File: src/rtl/spi_reg_pkg.sv
// Shared types for the SPI register master.
// Default frame geometry, FSM states and the frame word type.
package spi_reg_pkg;

   localparam int AW_DEF = 8;
   localparam int DW_DEF = 16;

   typedef enum logic [2:0] {
      IDLE,
      SETUP,
      SHIFT_LO,
      SHIFT_HI,
      HOLD,
      GAP
   } state_t;

   typedef logic [AW_DEF+DW_DEF-1:0] frame_t;

endpackage

File: src/rtl/spi_reg_master_arb_arbiter.sv
// Round-robin arbiter: one-hot grant plus index.
// The pointer moves to the winner whenever a grant is taken.
module spi_rr_arbiter #(
   parameter  int NREQ = 2,
   localparam int IDW  = (NREQ > 1) ? $clog2(NREQ) : 1
) (
   input  logic            clk,
   input  logic            rst_n,
   input  logic [NREQ-1:0] req,
   input  logic            en,
   output logic [NREQ-1:0] grant,
   output logic [IDW-1:0]  idx
);

   logic [IDW-1:0] ptr;
   logic [IDW-1:0] sel;

   // Walk from the farthest slot down so the nearest one after ptr wins.
   always_comb begin
      grant = '0;
      idx   = '0;
      sel   = '0;
      for (int off = NREQ; off >= 1; off--) begin
         sel = IDW'((int'(ptr) + off) % NREQ);
         if (req[sel]) begin
            grant      = '0;
            grant[sel] = 1'b1;
            idx        = sel;
         end
      end
   end

   always_ff @(posedge clk or negedge rst_n) begin
      if (!rst_n)
         ptr <= IDW'(NREQ - 1);
      else if (en && |req)
         ptr <= idx;
   end

endmodule

File: src/rtl/spi_reg_master_arb.sv
// SPI mode-0 register master shared by NREQ requesters.
// Frames are {addr, wdata}; the last DW MISO bits return as read data.
module spi_reg_master_arb
   import spi_reg_pkg::*;
#(
   parameter  int AW      = AW_DEF,
   parameter  int DW      = DW_DEF,
   parameter  int NREQ    = 2,
   parameter  int CLK_DIV = 4,
   parameter  int CS_GAP  = 2,
   localparam int IDW     = (NREQ > 1) ? $clog2(NREQ) : 1
) (
   input  logic               clk,
   input  logic               rst_n,
   input  logic [NREQ-1:0]    req_valid,
   input  logic [NREQ*AW-1:0] req_addr,
   input  logic [NREQ*DW-1:0] req_wdata,
   output logic [NREQ-1:0]    req_ready,
   output logic               rsp_valid,
   output logic [IDW-1:0]     rsp_id,
   output logic [DW-1:0]      rsp_rdata,
   output logic               busy,
   output logic               spi_cs,
   output logic               spi_clk,
   output logic               spi_mosi,
   input  logic               spi_miso
);

   localparam int FW  = AW + DW;
   localparam int BCW = $clog2(FW + 1);
   localparam int DCW = $clog2(CLK_DIV * CS_GAP + 1);

   state_t          state, state_nx;
   logic [DCW-1:0]  div;
   logic [BCW-1:0]  bits;
   logic [FW-1:0]   tx;
   logic [DW-1:0]   rx;
   logic [IDW-1:0]  id_q;
   logic [NREQ-1:0] grant;
   logic [IDW-1:0]  gidx;
   logic            arb_en;
   logic            accept;
   logic            ph_last;
   logic            last_bit;
   logic            frame_end;

   assign arb_en    = (state == IDLE);
   assign accept    = arb_en && |req_valid;
   assign last_bit  = (bits == BCW'(FW - 1));
   assign frame_end = (state == GAP) && (div == '0);

   spi_rr_arbiter #(.NREQ(NREQ)) u_arb (
      .clk   (clk),
      .rst_n (rst_n),
      .req   (req_valid),
      .en    (arb_en),
      .grant (grant),
      .idx   (gidx)
   );

   always_comb begin
      ph_last  = (div == DCW'(CLK_DIV - 1));
      state_nx = state;
      if (state == GAP)
         ph_last = (div == DCW'(CLK_DIV * CS_GAP - 1));
      unique case (state)
         IDLE:     if (|req_valid) state_nx = SETUP;
         SETUP:    if (ph_last) state_nx = SHIFT_LO;
         SHIFT_LO: if (ph_last) state_nx = SHIFT_HI;
         SHIFT_HI: if (ph_last) state_nx = last_bit ? HOLD : SHIFT_LO;
         HOLD:     if (ph_last) state_nx = GAP;
         GAP:      if (ph_last) state_nx = IDLE;
         default:  state_nx = IDLE;
      endcase
   end

   always_ff @(posedge clk or negedge rst_n) begin
      if (!rst_n) begin
         state <= IDLE;
         div   <= '0;
         bits  <= '0;
         tx    <= '0;
         rx    <= '0;
         id_q  <= '0;
      end else begin
         state <= state_nx;
         if (state_nx != state || state == IDLE)
            div <= '0;
         else
            div <= div + 1'b1;
         if (accept) begin
            tx   <= {req_addr[gidx*AW +: AW], req_wdata[gidx*DW +: DW]};
            id_q <= gidx;
            bits <= '0;
         end
         if (state == SHIFT_HI && ph_last) begin
            tx   <= {tx[FW-2:0], 1'b0};
            rx   <= {rx[DW-2:0], spi_miso};
            bits <= bits + 1'b1;
         end
      end
   end

   // Pins follow the state one cycle late, so MOSI and SCLK-fall share an edge.
   always_ff @(posedge clk or negedge rst_n) begin
      if (!rst_n) begin
         req_ready <= '0;
         rsp_valid <= 1'b0;
         rsp_id    <= '0;
         rsp_rdata <= '0;
         busy      <= 1'b0;
         spi_cs    <= 1'b1;
         spi_clk   <= 1'b0;
         spi_mosi  <= 1'b0;
      end else begin
         req_ready <= accept ? grant : '0;
         busy      <= (state_nx != IDLE);
         spi_cs    <= !(state inside {SETUP, SHIFT_LO, SHIFT_HI, HOLD});
         spi_clk   <= (state == SHIFT_HI);
         spi_mosi  <= (state inside {SETUP, SHIFT_LO, SHIFT_HI}) ? tx[FW-1] : 1'b0;
         rsp_valid <= frame_end;
         if (frame_end) begin
            rsp_id    <= id_q;
            rsp_rdata <= rx;
         end
      end
   end

endmodule

File: config.mk
export PLATFORM = sky130hd
export DESIGN_NAME = spi_reg_master_arb
export DESIGN_NICKNAME = d
export VERILOG_FILES = /design/src/rtl/spi_reg_pkg.sv /design/src/rtl/spi_reg_master_arb_arbiter.sv /design/src/rtl/spi_reg_master_arb.sv
export SDC_FILE = /design/constraint.sdc
export NUM_CORES = 1
export LEC_CHECK = 0
export CAP_MARGIN = 20
export CORE_MARGIN = 4
export CORE_UTILIZATION = 53
export CTS_CLUSTER_SIZE = 24
export DETAILED_ROUTE_END_ITERATION = 8
export PLACE_DENSITY = 0.91
export SETUP_SLACK_MARGIN = 0.3
export SLEW_MARGIN = 20
export SYNTH_ARGS = -nofsm -noshare
export SYNTH_HDL_FRONTEND = slang
export SYNTH_SLANG_ARGS = --single-unit
export TNS_END_PERCENT = 100
File: constraint.sdc
create_clock -name clk -period 4.3 [get_ports clk]
set_input_delay 0.645 -clock clk [delete_from_list [all_inputs] [get_ports clk]]
set_output_delay 0.645 -clock clk [all_outputs]
set_load 0.005 [all_outputs]
# --- After elaboration in Yosys (flattened, before gate mapping) ---
# Cells that the tools add are included.
word_totals:
  ff_bits: 78
  input_bits: 53
  output_inout_bits: 24
  elab_cells: 76
classes:
  add_sub_neg: 4
  order_cmp: 4
  eq_ne: 9
  shifts: 2
  n_mux: 28
  n_reduce_logical: 14
ops:
  columns: ["cell", "n"]
  rows:
  - ["24-bit 2-to-1 mux", 2]
  - ["32-bit by 6-bit indexed part select with 16-bit output", 1]
  - ["3-bit 2-to-1 mux", 7]
  - ["3-bit case mux with 6 select lines", 1]
  - ["16-bit by 5-bit indexed part select with 8-bit output", 1]
  - ["1-bit 2-to-1 mux", 10]
  - ["5-bit 2-to-1 mux", 2]
  - ["3-bit by 2-bit == test with 1-bit output, second input constant", 2]
  - ["3-bit == test, second input constant", 2]
  - ["2-bit 2-to-1 mux", 3]
  - ["3-bit nonzero test", 2]
  - ["5-bit by 1-bit adder with 5-bit output, second input constant", 1]
  - ["5-bit == test, second input constant", 1]
  - ["1-bit logical AND", 5]
  - ["4-bit by 1-bit adder with 4-bit output, second input constant", 1]
  - ["4-bit by 2-bit == test with 1-bit output, second input constant", 1]
  - ["4-bit by 3-bit == test with 1-bit output, second input constant", 1]
  - ["4-bit zero test", 1]
  - ["1-bit by 2-bit less-than comparator with 1-bit output, second input constant", 2]
  - ["4-bit 2-to-1 mux", 1]
  - ["4-bit nonzero test", 1]
  - ["3-bit by 1-bit == test with 1-bit output, second input constant", 1]
  - ["3-bit zero test", 1]
  - ["3-bit != test", 1]
  - ["other kinds (7)", 10]

# --- Logic depth before layout (Yosys ltp) ---
# Gate-level depths: netlist (run 1).
depth:
  ltp_word: 8
  depth_mapped: 8

# --- Cells and area by module ---
# A second synthesis (run 1) with hierarchy kept.
hier_totals:
  hier_cells: 294
  area_unflattened_um2: 3629.7
by_module_without_submodules:
  columns: ["mod", "n_inst", "cells_each", "area_each_um2", "seq_area_each_um2"]
  rows:
  - ["spi_reg_master_arb", 1, 287, 3565.9, 1928.1]
  - ["spi_rr_arbiter", 1, 7, 63.8, 26.3]

# --- Worst setup path before layout (run 1) ---
# Ideal clock, no wire load.
synth_timing:
  kind: "reg-to-reg"
  start: "reg div[0]"
  end: "reg tx[14]"
  setup_time_ps: 126
  arrival_time_ps: 1676
  t_required_ps: 4174
  setup_slack_ps: 2498
  stages_incl_launch_ff: 8
  n_path_buf: 3
  synth_period_minus_slack_ps: 1802
  cell_sequence: "dfrtp_1 > ha_1 > and4bb_1 > buf_6 > and2_4 > buf_6 > buf_6 > a221o_1"
synth_between:
  elab_chain_len: 4
  word_cells_on_any_way: 6
  cone_classes: "eq/ne (2); mux (2); reduce/logical (2)"
synth_lines:
  columns: ["element", "line", "rtl"]
  rows:
  - ["start, declared", "spi_reg_master_arb.sv:34", "logic [DCW-1:0] div;"]
  - ["start signal, assigned", "spi_reg_master_arb.sv:90", "div <= div + 1'b1;"]
  - ["4-bit by 2-bit == test with 1-bit output or 4-bit by 3-bit == test with 1-bit output (tied branches)", "spi_reg_master_arb.sv:62, spi_reg_master_arb.sv:65", null]
  - ["1-bit 2-to-1 mux *", "spi_reg_master_arb.sv:64", "if (state == GAP)"]
  - ["1-bit logical AND *", "spi_reg_master_arb.sv:96", "if (state == SHIFT_HI && ph_last) begin"]
  - ["24-bit 2-to-1 mux or 2-bit nonzero test (tied branches)", null, null]
  - ["end signal, assigned", "spi_reg_master_arb.sv:92", "tx <= {req_addr[gidx*AW +: AW], req_wdata[gidx*DW +: DW]};"]
  - ["end signal, assigned", "spi_reg_master_arb.sv:97", "tx <= {tx[FW-2:0], 1'b0};"]
  - ["end, declared", "spi_reg_master_arb.sv:36", "logic [FW-1:0] tx;"]
# Every way passes the cells marked *; elsewhere a longest branch is shown, timed or not.
# A chain may end at the register's enable or synchronous reset.

# --- Worst setup path in the final report (run 1) ---
layout_timing:
  start: "in req_valid[0]"
  end: "reg tx[3]"
layout_between:
  elab_chain_len: 7
  word_cells_on_any_way: 12
  cone_classes: "shift (1); mux (8); reduce/logical (3)"
layout_lines:
  columns: ["element", "line", "rtl"]
  rows:
  - ["start, declared", "spi_reg_master_arb.sv:15", "input logic [NREQ-1:0] req_valid,"]
  - ["1-bit 2-to-1 mux (implied by the code) (2 in series)", "spi_reg_master_arb_arbiter.sv:25", "if (req[sel]) begin"]
  - ["1-bit 2-to-1 mux (2 in series)", "spi_reg_master_arb_arbiter.sv:25", null]
  - ["32-bit by 6-bit indexed part select with 16-bit output", "spi_reg_master_arb.sv:92", null]
  - ["24-bit 2-to-1 mux", "spi_reg_master_arb.sv:91", "if (accept) begin"]
  - ["24-bit 2-to-1 mux", "spi_reg_master_arb.sv:96", null]
# Parallel ways exist; a longest one is shown, timed or not. The select of a mux whose other input is x is not followed.

==> results of run 1 <==
[layer usage]
metal / routed length [um] / vias to the layer above / global-route usage
met2: 3660 / 90 / 0.341
met5: 0 / - / 0
li1: - / 1270 / -
met4: 55 / 0 / 0.0604
met3: 559 / 7 / 0.0847
met1: 2990 / 1275 / 0.250
[kinds of logic (layout without fill, tap and decap cells)]
kind of cell	count (synthesis)	in the layout	share of synthesized area
adder cells (fa/ha/maj)	3	3	0.0109
AND/OR/NAND/NOR	132	132	0.167
buffers and inverters	27	100	0.0441
AO/OA/AOI/OAI	68	68	0.148
multiplexers	18	18	0.0582
XOR/XNOR	3	3	0.00760
flip-flops	78	78	0.565
[report_power, final]
part | leakage, uW | switching (uW) | internal, uW | total, uW
registers | 0.00104 | 1.96 | 736 | 737
clock network | 0.0000935 | 255 | 269 | 524
logic | 0.000964 | 34.2 | 48.0 | 82.3
total | 0.00209 | 291 | 1050 | 1340
[cells in the final DEF, fill, tap and decap left out, drive strengths merged, types with 2 or more instances in the layout]
cell and instances:
a21o 2, dfrtp 76, xnor2 3, dfstp 2, a221o 23, ha 3, and2 4, nor3b 2
nand2 102, inv 8, a21oi 28, nor3 2, nand4 2, clkbuf 11, mux2 17, nand3 4
clkdlybuf4s50 75, and3 2, nor2 10, o21ai 5, clkinv 3
[cell type report]
class / count / share of cell area
Clock buffer: 11 / 0.0299
Timing Repair Buffer: 76 / 0.173
Inverter: 8 / 0.00684
Tap cell: 77 / 0.0219
Clock inverter: 5 / 0.0137
Sequential cell: 78 / 0.445
Multi-Input combinational cell: 224 / 0.310
[registers in the layout, summed over array words and instances, names as in the netlist]
| name | count |
|---|---|
| id_q | 1 |
| rsp_id | 1 |
| bits | 5 |
| tx | 24 |
| spi_mosi | 1 |
| rsp_rdata | 16 |
| rsp_valid | 1 |
| div | 4 |
| spi_cs | 1 |
| busy | 1 |
| u_arb.ptr | 1 |
| req_ready | 2 |
| state | 3 |
| rx | 16 |
| spi_clk | 1 |
[stage by stage]
step / util / instance area (um2)
final: 0.691 / 4390
after detailed placement: 0.660 / 4190
after floorplan: - / 3460
after global routing: 0.691 / 4390
after CTS: 0.690 / 4380
after global placement: 0.660 / 4190
[worst max path at each step]
stage | start | end | slack, ps | cells after the start
6_report | req_valid[0] | tx[3] | 1900 | 5
2_1_floorplan | div[0] | tx[14] | 2500 | 7
5_1_grt | req_valid[0] | tx[15] | 1760 | 5
3_5_place_dp | req_valid[1] | tx[3] | 1570 | 5
4_1_cts | req_valid[1] | tx[3] | 1970 | 5
3_3_place_gp | req_valid[0] | tx[15] | 1660 | 5
==> results.json, run 1 <==
{
  "min_path_type": "primary input to async pin",
  "whs_ps": 423,
  "synth-edff-count": 0,
  "synth_area_um2": 3460,
  "crit_required_ps": 4530,
  "tightestPinTransition_ps": 952,
  "register_area_um2": 1950,
  "antenna_found_initial": 0,
  "synth_warnings": 0,
  "finalPower_uw": 1340,
  "cts-htree-levels": 3,
  "place_congestion": 0.859,
  "maxCapViolations": 0,
  "clk_pin_slew_ps": 80,
  "rr_worst_depth": 4,
  "fin_cells": 479,
  "rows": 29,
  "start_util": 0.545,
  "synth_seq_cells": 78,
  "critPathBufInv": 1,
  "via_per_inst": 5.52,
  "vias": 2642,
  "fin_ws_ps": 1900,
  "n_antenna_cell": 0,
  "clock.fmax_mhz": 416,
  "synthArstFlopShare": 1.00,
  "reg2reg_slack_ps": 2020,
  "ioPinCount": 77,
  "slew_headroom": 0.364,
  "dieArea_um2": 7880,
  "synthTopCellsByArea": "dfrtp_1, nand2_1, a221o_1",
  "fillers": 469,
  "outcome": "complete, no violations",
  "critPathTopFamily": "simple AND/OR/NAND/NOR gates",
  "rsz0062_at_grt": "false",
  "rr_endpoint": "state[0]",
  "clk_latency_ps": 350,
  "cts.sinks": 78,
  "slowest_stage": "nand2_1",
  "cp_data_arrival_time_ps": 2640,
  "synth_top_area_frac": 0.550,
  "multiInputGateArea_um2": 1360,
  "slew_violations": 0,
  "path_cells": "clkdlybuf4s50_1 -> or2_2 -> nand2_1 -> a21oi_1 -> a221o_1",
  "grt_max_degree": 79,
  "end_kind": "register",
  "routed_wl_um": 7270,
  "drtIter0Drc": 182,
  "power.leakage_uw": 0.00209,
  "period_minus_slack_ps": 2400,
  "grt_usage": 0.207,
  "gr-total-overflow": 0,
  "synth.net_count": 385,
  "vdd_ir_drop_max_mv": 0.226,
  "die_h_um": 88.8,
  "power-per-cell-area_nw_per_um2": 306,
  "grt_pass1_wl_um": 12400,
  "crit_type": "primary input to register",
  "postCtsSetupRepairBufs": 0,
  "cts_tree": "done",
  "setup-tns-final_ps": 0,
  "layout-drive-gt1-share": 0.102,
  "finalCritPeriodShare": 0.559,
  "dpl.cell_count": 463,
  "start_kind": "primary input",
  "clk_path_buf_depth": 2,
  "die_x_um": 88.8,
  "setup_viol": 0,
  "synthTopCellsByCount": "nand2_1, dfrtp_1, a21oi_1, a221o_1, mux2_2",
  "post-route-drc-count": 0,
  "synth_cells": 329,
  "cts_buffers": 9,
  "wl_per_cell_um": 15.2,
  "cts_resized": 0,
  "r2r_start": "state[2]",
  "slowest_delay_ps": 720,
  "dr.pass1.iters": 4,
  "grt_pass1_vias": 2774,
  "ys.flop_type": "dfrtp_1",
  "synth.most_common_cell": "nand2_1",
  "worst_clock_skew_ps": 10.6,
  "port_buffers": 76,
  "synth.distinct_cells": 42,
  "cp_max_fo": 30,
  "final_nets": 453,
  "hpwl_um": 4970,
  "post-place-ws_ps": 1570,
  "ys_seq_area_frac": 0.565,
  "hold_viol": 0,
  "core_area_um2": 6350,
  "drtAntennaViolNets": 0,
  "avgSynthCellArea_um2": 10.5,
  "area_growth_pct": 26.9,
  "cts_root_buffer": "clkbuf_8",
  "ctsHoldBuffers": 0,
  "netlist.top_cell.by_area": "dfrtp_1"
}
No activity file was read; power rests on OpenSTA's default activity.
==> run 2, diff against run 1 <==
--- a/config.mk
+++ b/config.mk
@@ -7,10 +7,10 @@
 export LEC_CHECK = 0
 export CAP_MARGIN = 20
 export CORE_MARGIN = 4
-export CORE_UTILIZATION = 53
+export CORE_UTILIZATION = 45
 export CTS_CLUSTER_SIZE = 24
 export DETAILED_ROUTE_END_ITERATION = 8
-export PLACE_DENSITY = 0.91
+export PLACE_DENSITY = 0.83
 export SETUP_SLACK_MARGIN = 0.3
 export SLEW_MARGIN = 20
 export SYNTH_ARGS = -nofsm -noshare
==> constraint.sdc (replaced) <==
create_clock -name clk -period 2 [get_ports clk]
set_input_delay 0.3 -clock clk [delete_from_list [all_inputs] [get_ports clk]]
set_output_delay 0.3 -clock clk [all_outputs]
set_load 0.005 [all_outputs]
==> run 2 against run 1 <==
  * Final cell count is 9.0% higher
  * Clock power is 130% higher
  * Sequential cell count stayed put
  * Critical endpoint is now tx[15]
==> results.json, run 2 (synthesized netlist as in run 1, its figures left out) <==
{
  "outcome": "complete, no violations",
  "crit_required_ps": 2240,
  "vias": 2773,
  "crit_start": "div[0]",
  "via_per_inst": 5.31,
  "ioPinCount": 77,
  "end_kind": "register",
  "wl_per_cell_um": 14.9,
  "grt_max_degree": 42,
  "grt_pass1_wl_um": 12600,
  "layout-drive-gt1-share": 0.161,
  "dieArea_um2": 9150,
  "min_path_type": "primary input to async pin",
  "largest_reg_flops": 24,
  "cts_tree": "done",
  "area_growth_pct": 34.8,
  "path_cells": "ha_4 -> and4bb_4 -> a22oi_4 -> buf_6 -> a221o_1",
  "final_common_cell": "nand2_1",
  "cts-htree-levels": 3,
  "crit_end": "tx[15]",
  "cp_max_fo": 12,
  "top_regs": "tx x24, rsp_rdata x16, rx x16",
  "n_antenna_cell": 0,
  "rsz0062_at_grt": "true",
  "setup_viol": 0,
  "largest_register": "tx",
  "die_x_um": 95.7,
  "path_depth": 5,
  "rr_worst_depth": 5,
  "drtAntennaViolNets": 0,
  "antenna_found_initial": 0,
  "power.leakage_uw": 0.00222,
  "vdd_ir_drop_max_mv": 0.289,
  "slew_violations": 0,
  "critPathTopFamily": "compound AO/OA/AOI/OAI gates",
  "tightestPinTransition_ps": 520,
  "grt_usage": 0.176,
  "die_h_um": 95.7,
  "slew_headroom": 0.654,
  "drtIter0Drc": 93,
  "start_util": 0.469,
  "cts_root_buffer": "clkbuf_8",
  "final_nets": 474,
  "reg2reg_slack_ps": 330,
  "cp_data_arrival_time_ps": 1910,
  "gr-total-overflow": 0,
  "maxCapViolations": 0,
  "setup-tns-final_ps": 0,
  "finish.utilization": 0.633,
  "clock.fmax_mhz": 599,
  "rows": 31,
  "hpwl_um": 5410,
  "core_area_um2": 7370,
  "slowest_stage": "dfrtp_1",
  "power-per-cell-area_nw_per_um2": 638,
  "period_minus_slack_ps": 1670,
  "clk_pin_slew_ps": 90,
  "post-route-drc-count": 0,
  "grt_pass1_vias": 2733,
  "port_buffers": 76,
  "worst_clock_skew_ps": 5.98,
  "dr.pass1.iters": 4,
  "clk_latency_ps": 350,
  "rr_endpoint": "tx[15]",
  "crit_type": "register to register",
  "start_kind": "register",
  "r2r_start": "div[0]",
  "cts_buffers": 9,
  "clk_path_buf_depth": 2,
  "critPathBufInv": 1,
  "finalCritPeriodShare": 0.835,
  "final_cell_mix": "nand2_1, clkdlybuf4s50_1, dfrtp_1",
  "cts.sinks": 78,
  "routed_wl_um": 7780,
  "place_congestion": 0.812,
  "hold_viol": 0,
  "slowest_delay_ps": 430
}
==> run 2: cell count changes in the layout (fill, tap and decap cells not counted), sizes merged <==
cell / delta
buf: +19
clkinv: -1
and2: +1
clkinvlp: -1
inv: +4
clkbuf: -2
dlygate4sd3: +1
==> run 2: metal layers <==
layer,global-route usage,part of all wire,vias to the layer above
li1,-,-,1313
met1,0.226,0.43,1336
met2,0.291,0.49,104
met3,0.0308,0.051,20
met4,0.0782,0.024,0
met5,0,0,-
==> run 2: metrics by stage <==
step,cell area (um2),hold WS [ps],instances,power [uW],worst slack [ps]
floorplan,3460,4.41,329,1660,284
global placement,4330,302,495,1800,151
detailed placement,4330,308,495,1810,102
CTS,4590,464,516,3010,315
global route,4660,509,522,3090,265
finish,4660,466,522,2980,330
==> run 2: report_power, final <==
part           total (uW)  internal [uW]  switching (uW)  leakage (uW)
registers            1580           1580            3.95       0.00104
logic                 190            113            77.3       0.00108
clock network        1200            594             608      0.000105
total                2980           2290             690       0.00222
==> run 2: worst min path at each step <==
stage               start            end  slack (ps)  depth (start not counted)
finish              rst_n   rsp_rdata[4]         470                          2
floorplan           rst_n        bits[0]           4                          0
CTS                 rst_n  rsp_rdata[12]         460                          2
global route        rst_n  rsp_rdata[12]         510                          2
detailed placement  rst_n   rsp_rdata[4]         310                          1
global placement    rst_n   rsp_rdata[3]         300                          1
==> run 2: final cells by class <==
cell class                 count  area [um2]
fill                         572        2710
timing repair buffer          96         968
tap                           99         124
clock inverter                 7        78.8
inverter                       8        30.0
clock buffer                   9         124
sequential                    78        1960
multi-input combinational    225        1380
==> run 2: repair_timing <==
action	CTS	global route
hold buffers	1	0
endpoints found under the hold margin	39	0
gates resized for setup	4	4
cloned	0	1
endpoints found under the setup margin	42	54
setup buffers	4	5
pin swaps	2	4
==> run 3, diff against run 2 <==
==> constraint.sdc (replaced) <==
create_clock -name clk -period 1.5 [get_ports clk]
set_input_delay 0.225 -clock clk [delete_from_list [all_inputs] [get_ports clk]]
set_output_delay 0.225 -clock clk [all_outputs]
set_load 0.005 [all_outputs]
==> run 3 against run 2 <==
  * The flow now finishes with violations (setup timing)
  * Sequential power increased by 34%
  * Hold slack got worse by 120 ps
  * Die area unchanged
  * Register-to-register slack got worse by 420 ps
  * Non-clock buffer count increased by 29
  * Routed wire length increased by 18%
  * Combinational power increased by 43%
  * Largest cell class unchanged
  * First-iteration DRC count increased by 49%
  * Final cell count increased by 5.6%
==> results.json, run 3 (synthesized netlist as in run 1, its figures left out) <==
{
  "crit_required_ps": 1740,
  "slew_headroom": 0.727,
  "antenna_found_initial": 0,
  "n_antenna_cell": 0,
  "cts-htree-levels": 3,
  "start_kind": "register",
  "top_regs": "tx x24, rsp_rdata x16, rx x16",
  "post-place-ws_ps": -267,
  "finalCritPeriodShare": 1.06,
  "start_util": 0.469,
  "cts_root_buffer": "clkbuf_8",
  "fin_ws_ps": -90.9,
  "whs_ps": 343,
  "ioPinCount": 77,
  "cts_buffers": 9,
  "routed.top_layer": "met4",
  "grt_pass1_vias": 3120,
  "slowest_delay_ps": 410,
  "hpwl_um": 5620,
  "grt_pass1_wl_um": 14600,
  "critPathTopFamily": "compound AO/OA/AOI/OAI gates",
  "wl_per_cell_um": 16.7,
  "clk_latency_ps": 360,
  "violations": "setup timing",
  "dieArea_um2": 9150,
  "largest_reg_flops": 24,
  "period_minus_slack_ps": 1590,
  "final_common_cell": "nand2_1",
  "grt_usage": 0.211,
  "fillers": 506,
  "path_cells": "ha_4 -> and4bb_4 -> a22oi_4 -> buf_8 -> a221o_1",
  "wl_met3_um": 493,
  "grt_max_degree": 31,
  "finish.utilization": 0.693,
  "port_buffers": 76,
  "die_h_um": 95.7,
  "met2_length_um": 4840,
  "die_x_um": 95.7,
  "drtAntennaViolNets": 0,
  "vdd_ir_drop_max_mv": 0.495,
  "rsz0062_at_grt": "true",
  "drtIter0Drc": 139,
  "worst_clock_skew_ps": 7.92,
  "wl_met1_um": 3600,
  "dr.pass1.iters": 4,
  "rr_worst_depth": 5,
  "largest_register": "tx",
  "vias": 2981,
  "clock.fmax_mhz": 629,
  "multiInputGateArea_um2": 1530,
  "crit_end": "tx[10]",
  "design_area_um2": 5110,
  "cts_tree": "done",
  "reg2reg_slack_ps": -90,
  "final_cell_mix": "nand2_1, dfrtp_1, clkdlybuf4s50_1",
  "clk_path_buf_depth": 2,
  "critPathBufInv": 1,
  "outcome": "finished, violations left",
  "setup_viol": 44,
  "layout-drive-gt1-share": 0.305,
  "tightestPinTransition_ps": 409,
  "maxCapViolations": 0,
  "register_area_um2": 1960,
  "power.leakage_uw": 0.00249,
  "power-per-cell-area_nw_per_um2": 820,
  "end_kind": "register",
  "clk_pin_slew_ps": 80,
  "post-route-drc-count": 0,
  "slowest_stage": "dfrtp_1",
  "cp_data_arrival_time_ps": 1830,
  "gr-total-overflow": 0,
  "crit_type": "register to register",
  "core_area_um2": 7370,
  "dpl_cell_area_um2": 4580,
  "path_depth": 5,
  "rr_endpoint": "tx[10]",
  "cts.sinks": 78,
  "routed_wl_um": 9190,
  "area_growth_pct": 47.7,
  "via_per_inst": 5.41,
  "final_nets": 503,
  "rows": 31,
  "setup-tns-final_ps": -2270,
  "cp_max_fo": 13,
  "hold_viol": 0,
  "slew_violations": 0,
  "place_congestion": 0.822,
  "r2r_start": "div[0]",
  "min_path_type": "primary input to async pin",
  "crit_start": "div[0]"
}
-- run 3: changes by cell type in the layout (fill, tap and decap cells not counted), sizes merged, moves of 2 or more --
cell,before,now
buf,20,49
clkdlybuf4s50,75,51
bufbuf,0,2
inv,12,9
clkdlybuf4s15,0,8
clkbuf,9,24
-- run 3: area by class of cell --
cell class                 instances  share of cell area
timing repair buffer             125               0.242
clock buffer                      10              0.0269
tap                               99              0.0242
sequential                        78               0.383
inverter                           8             0.00588
clock inverter                     6              0.0184
multi-input combinational        225               0.299
-- run 3: timing repair --
action / 4_1_cts / 5_1_grt
pin swaps: 9 / 5
cloned: 3 / 0
hold endpoints to repair: 26 / 0
setup endpoints to repair: 97 / 91
buffers inserted: 13 / 4
hold buffers: 1 / 0
gates resized for setup: 84 / 25
-- run 3: how the worst min path moves through the flow --
stage,end,slack [ps],depth (start not counted)
2_1_floorplan,bits[0],-70,0
5_1_grt,rsp_rdata[4],360,2
4_1_cts,rsp_rdata[4],350,2
3_3_place_gp,rsp_rdata[3],180,1
6_report,rsp_rdata[4],340,2
3_5_place_dp,rsp_rdata[4],190,1
-- run 3: per-layer routing --
| metal | GRT usage | up-vias |
|---|---|---|
| li1 | - | 1376 |
| met1 | 0.248 | 1468 |
| met2 | 0.365 | 111 |
| met3 | 0.0308 | 26 |
| met4 | 0.123 | 0 |
| met5 | 0 | - |
-- run 3: worst reg2reg max path: cells and delay by family (launching register included) --
kind            cells  cell delay, ps
flops               1             410
fa+ha+maj           1             160
compound gates      2             430
buf+inv             1             160
simple gates        1             320
-- run 3: report_power, final --
group	total (uW)	switching [uW]	internal, uW
clock	1810	813	993
combinational	271	111	160
sequential	2110	6.19	2110
total	4190	931	3260
-- run 3: through the flow --
step,power [uW],instances
3_3_place_gp,2420,514
3_5_place_dp,2420,514
5_1_grt,4320,551
2_1_floorplan,2210,329
4_1_cts,4200,547
6_report,4190,551
==> RTL change (config.mk and constraints of run 3) <==
`NREQ` is set to 2 in 2 places; all go to 4.
--- a/src/rtl/spi_reg_master_arb_arbiter.sv
+++ b/src/rtl/spi_reg_master_arb_arbiter.sv
@@ -3,3 +3,3 @@
 module spi_rr_arbiter #(
-   parameter  int NREQ = 2,
+   parameter  int NREQ = 4,
    localparam int IDW  = (NREQ > 1) ? $clog2(NREQ) : 1
--- a/src/rtl/spi_reg_master_arb.sv
+++ b/src/rtl/spi_reg_master_arb.sv
@@ -7,3 +7,3 @@
    parameter  int DW      = DW_DEF,
-   parameter  int NREQ    = 2,
+   parameter  int NREQ    = 4,
    parameter  int CLK_DIV = 4,
Ports: changed (5 resized); port bits go from 77 to 130. No check against the original RTL was run, so the function may have changed too.
==> RTL change against run 3 <==
Area after synthesis grew 43%. Wire length increased by 130%. The flow still finishes with violations (negative setup slack). Total power grew 35%. Largest cell class is now multi-input gates. Worst setup slack got worse by 1100 ps. Highest routed layer unchanged. Final area is 63% higher. Sequential cell count increased by 5. Die area rose by 39%. Combinational power grew to 5.9 times the old value. Synthesized cell count increased by 59%.
==> RTL change: results (changes against run 3) <==
metric,value,unit,change
power.leakage,3.79,nW,+52%
io_buffer_count,129,,+70%
cp.arrival,2890,ps,+1060 ps
setup_tns,-47010,ps,"-44,740 ps"
synth_top_area_share,0.404,,-0.145
syn_nets,636,,+65%
fin_ws,-1150,ps,-1050 ps
path_max_fanout,7,,-6
gp_congestion,0.862,,+4.9%
drive_gt1_frac,0.392,,+0.0872
grt_usage,0.296,,+0.0849
setup_viol,80,,+82%
stdcell_count,884,,+60%
dpl_cell_area,0.00696,mm^2,+52%
routed_wl,20.9,mm,+130%
grt_pass1_wl,29.9,mm,+100%
ys_types,55,,+31%
dpl_worst_slack,-1120,ps,-854 ps
netSwitchingFraction,0.331,,+0.109
drt-initial-drc-count,533,,+280%
grt_pass1_vias,5815,,+86%
status,"complete, but fails checks",,
r2r_end,tx[6]$_DFFE_PN0P_,,
drtPass1Iterations,6,,+2
nNetsFinal,853,,+70%
grt_max_degree,78,,+150%
worstRegToRegCells,8,,+3
max_stage_delay,610,ps,+200 ps
synth_common_cells,"84 x nand2_1, 80 x dfrtp_1, 57 x nand3_1",,
synthTopCellsByArea,"dfrtp_1 40%, nand2_1 6.4%, nand3_1 5.8%",,
irDropWorstVdd,0.000465,V,-6.2%
violations,negative setup slack,,
[RTL change: worst min-delay path by stage]
stage / endpoint / slack, ps / startpoint / depth (start not counted)
floorplan: bits[0]$_DFFE_PN0P_ / -70 / rst_n / 0
detailed placement: req_ready[0]$_DFF_PN0_ / 50 / rst_n / 1
finish: req_ready[1]$_DFF_PN0_ / 190 / rst_n / 2
CTS: req_ready[0]$_DFF_PN0_ / 200 / rst_n / 2
global route: rsp_id[1]$_DFFE_PN0P_ / 210 / rst_n / 2
global placement: req_ready[2]$_DFF_PN0_ / 50 / rst_n / 1
[RTL change: kinds of logic (layout without fill, tap and decap cells)]
family	Yosys count	in the layout	share of synthesized area
adder cells (fa/ha/maj)	11	11	0.0278
AND/OR/NAND/NOR	206	206	0.197
flip-flops	83	83	0.420
XOR/XNOR	3	3	0.00531
multiplexers	51	51	0.119
buffers and inverters	50	272	0.0422
AO/OA/AOI/OAI	118	118	0.188
[RTL change: final cells by class]
cell class              count  area, um^2  share of cell area
flip-flops and latches     83        2080               0.249
inverters                   6        32.5             0.00390
repair buffers            250        2690               0.322
clock buffers               9         124              0.0148
well taps                 140         175              0.0210
multi-input cells         389        3190               0.381
clock inverters             7        66.3             0.00794
[RTL change: power by group through the flow]
stage / clock network, mW / logic [mW] / registers (mW)
final: 1.69 / 1.61 / 2.37
after global routing: 1.78 / 1.70 / 2.37
after CTS: 1.62 / 1.52 / 2.36
after detailed placement: 0 / 1.35 / 2.40
after global placement: 0 / 1.32 / 2.40
after floorplan: 0 / 0.714 / 2.38
[RTL change: repair_timing]
item,4_1_cts,5_1_grt
cloned,11,3
endpoints found under the hold margin,80,0
hold buffers,1,0
buffers inserted,33,17
resized for setup,160,66
setup endpoints to repair,107,92
pin swaps,16,15
[RTL change: layer usage]
| layer | up-vias | GRT usage | wire length, um |
|---|---|---|---|
| met3 | 123 | 0.0781 | 2060 |
| met2 | 466 | 0.494 | 10300 |
| met1 | 2700 | 0.341 | 7310 |
| met4 | 0 | 0.174 | 1250 |
| met5 | - | 0 | 0 |
| li1 | 2377 | - | - |
[RTL change: worst max-delay path: cells and delay by family, from the launching register on]
family / cells / cell delay, ps
flip-flops: 1 / 610
multiplexers: 2 / 560
AO/OA/AOI/OAI: 2 / 420
AND/OR/NAND/NOR: 1 / 370
buffers and inverters: 2 / 280
adder cells (fa/ha/maj): 1 / 260
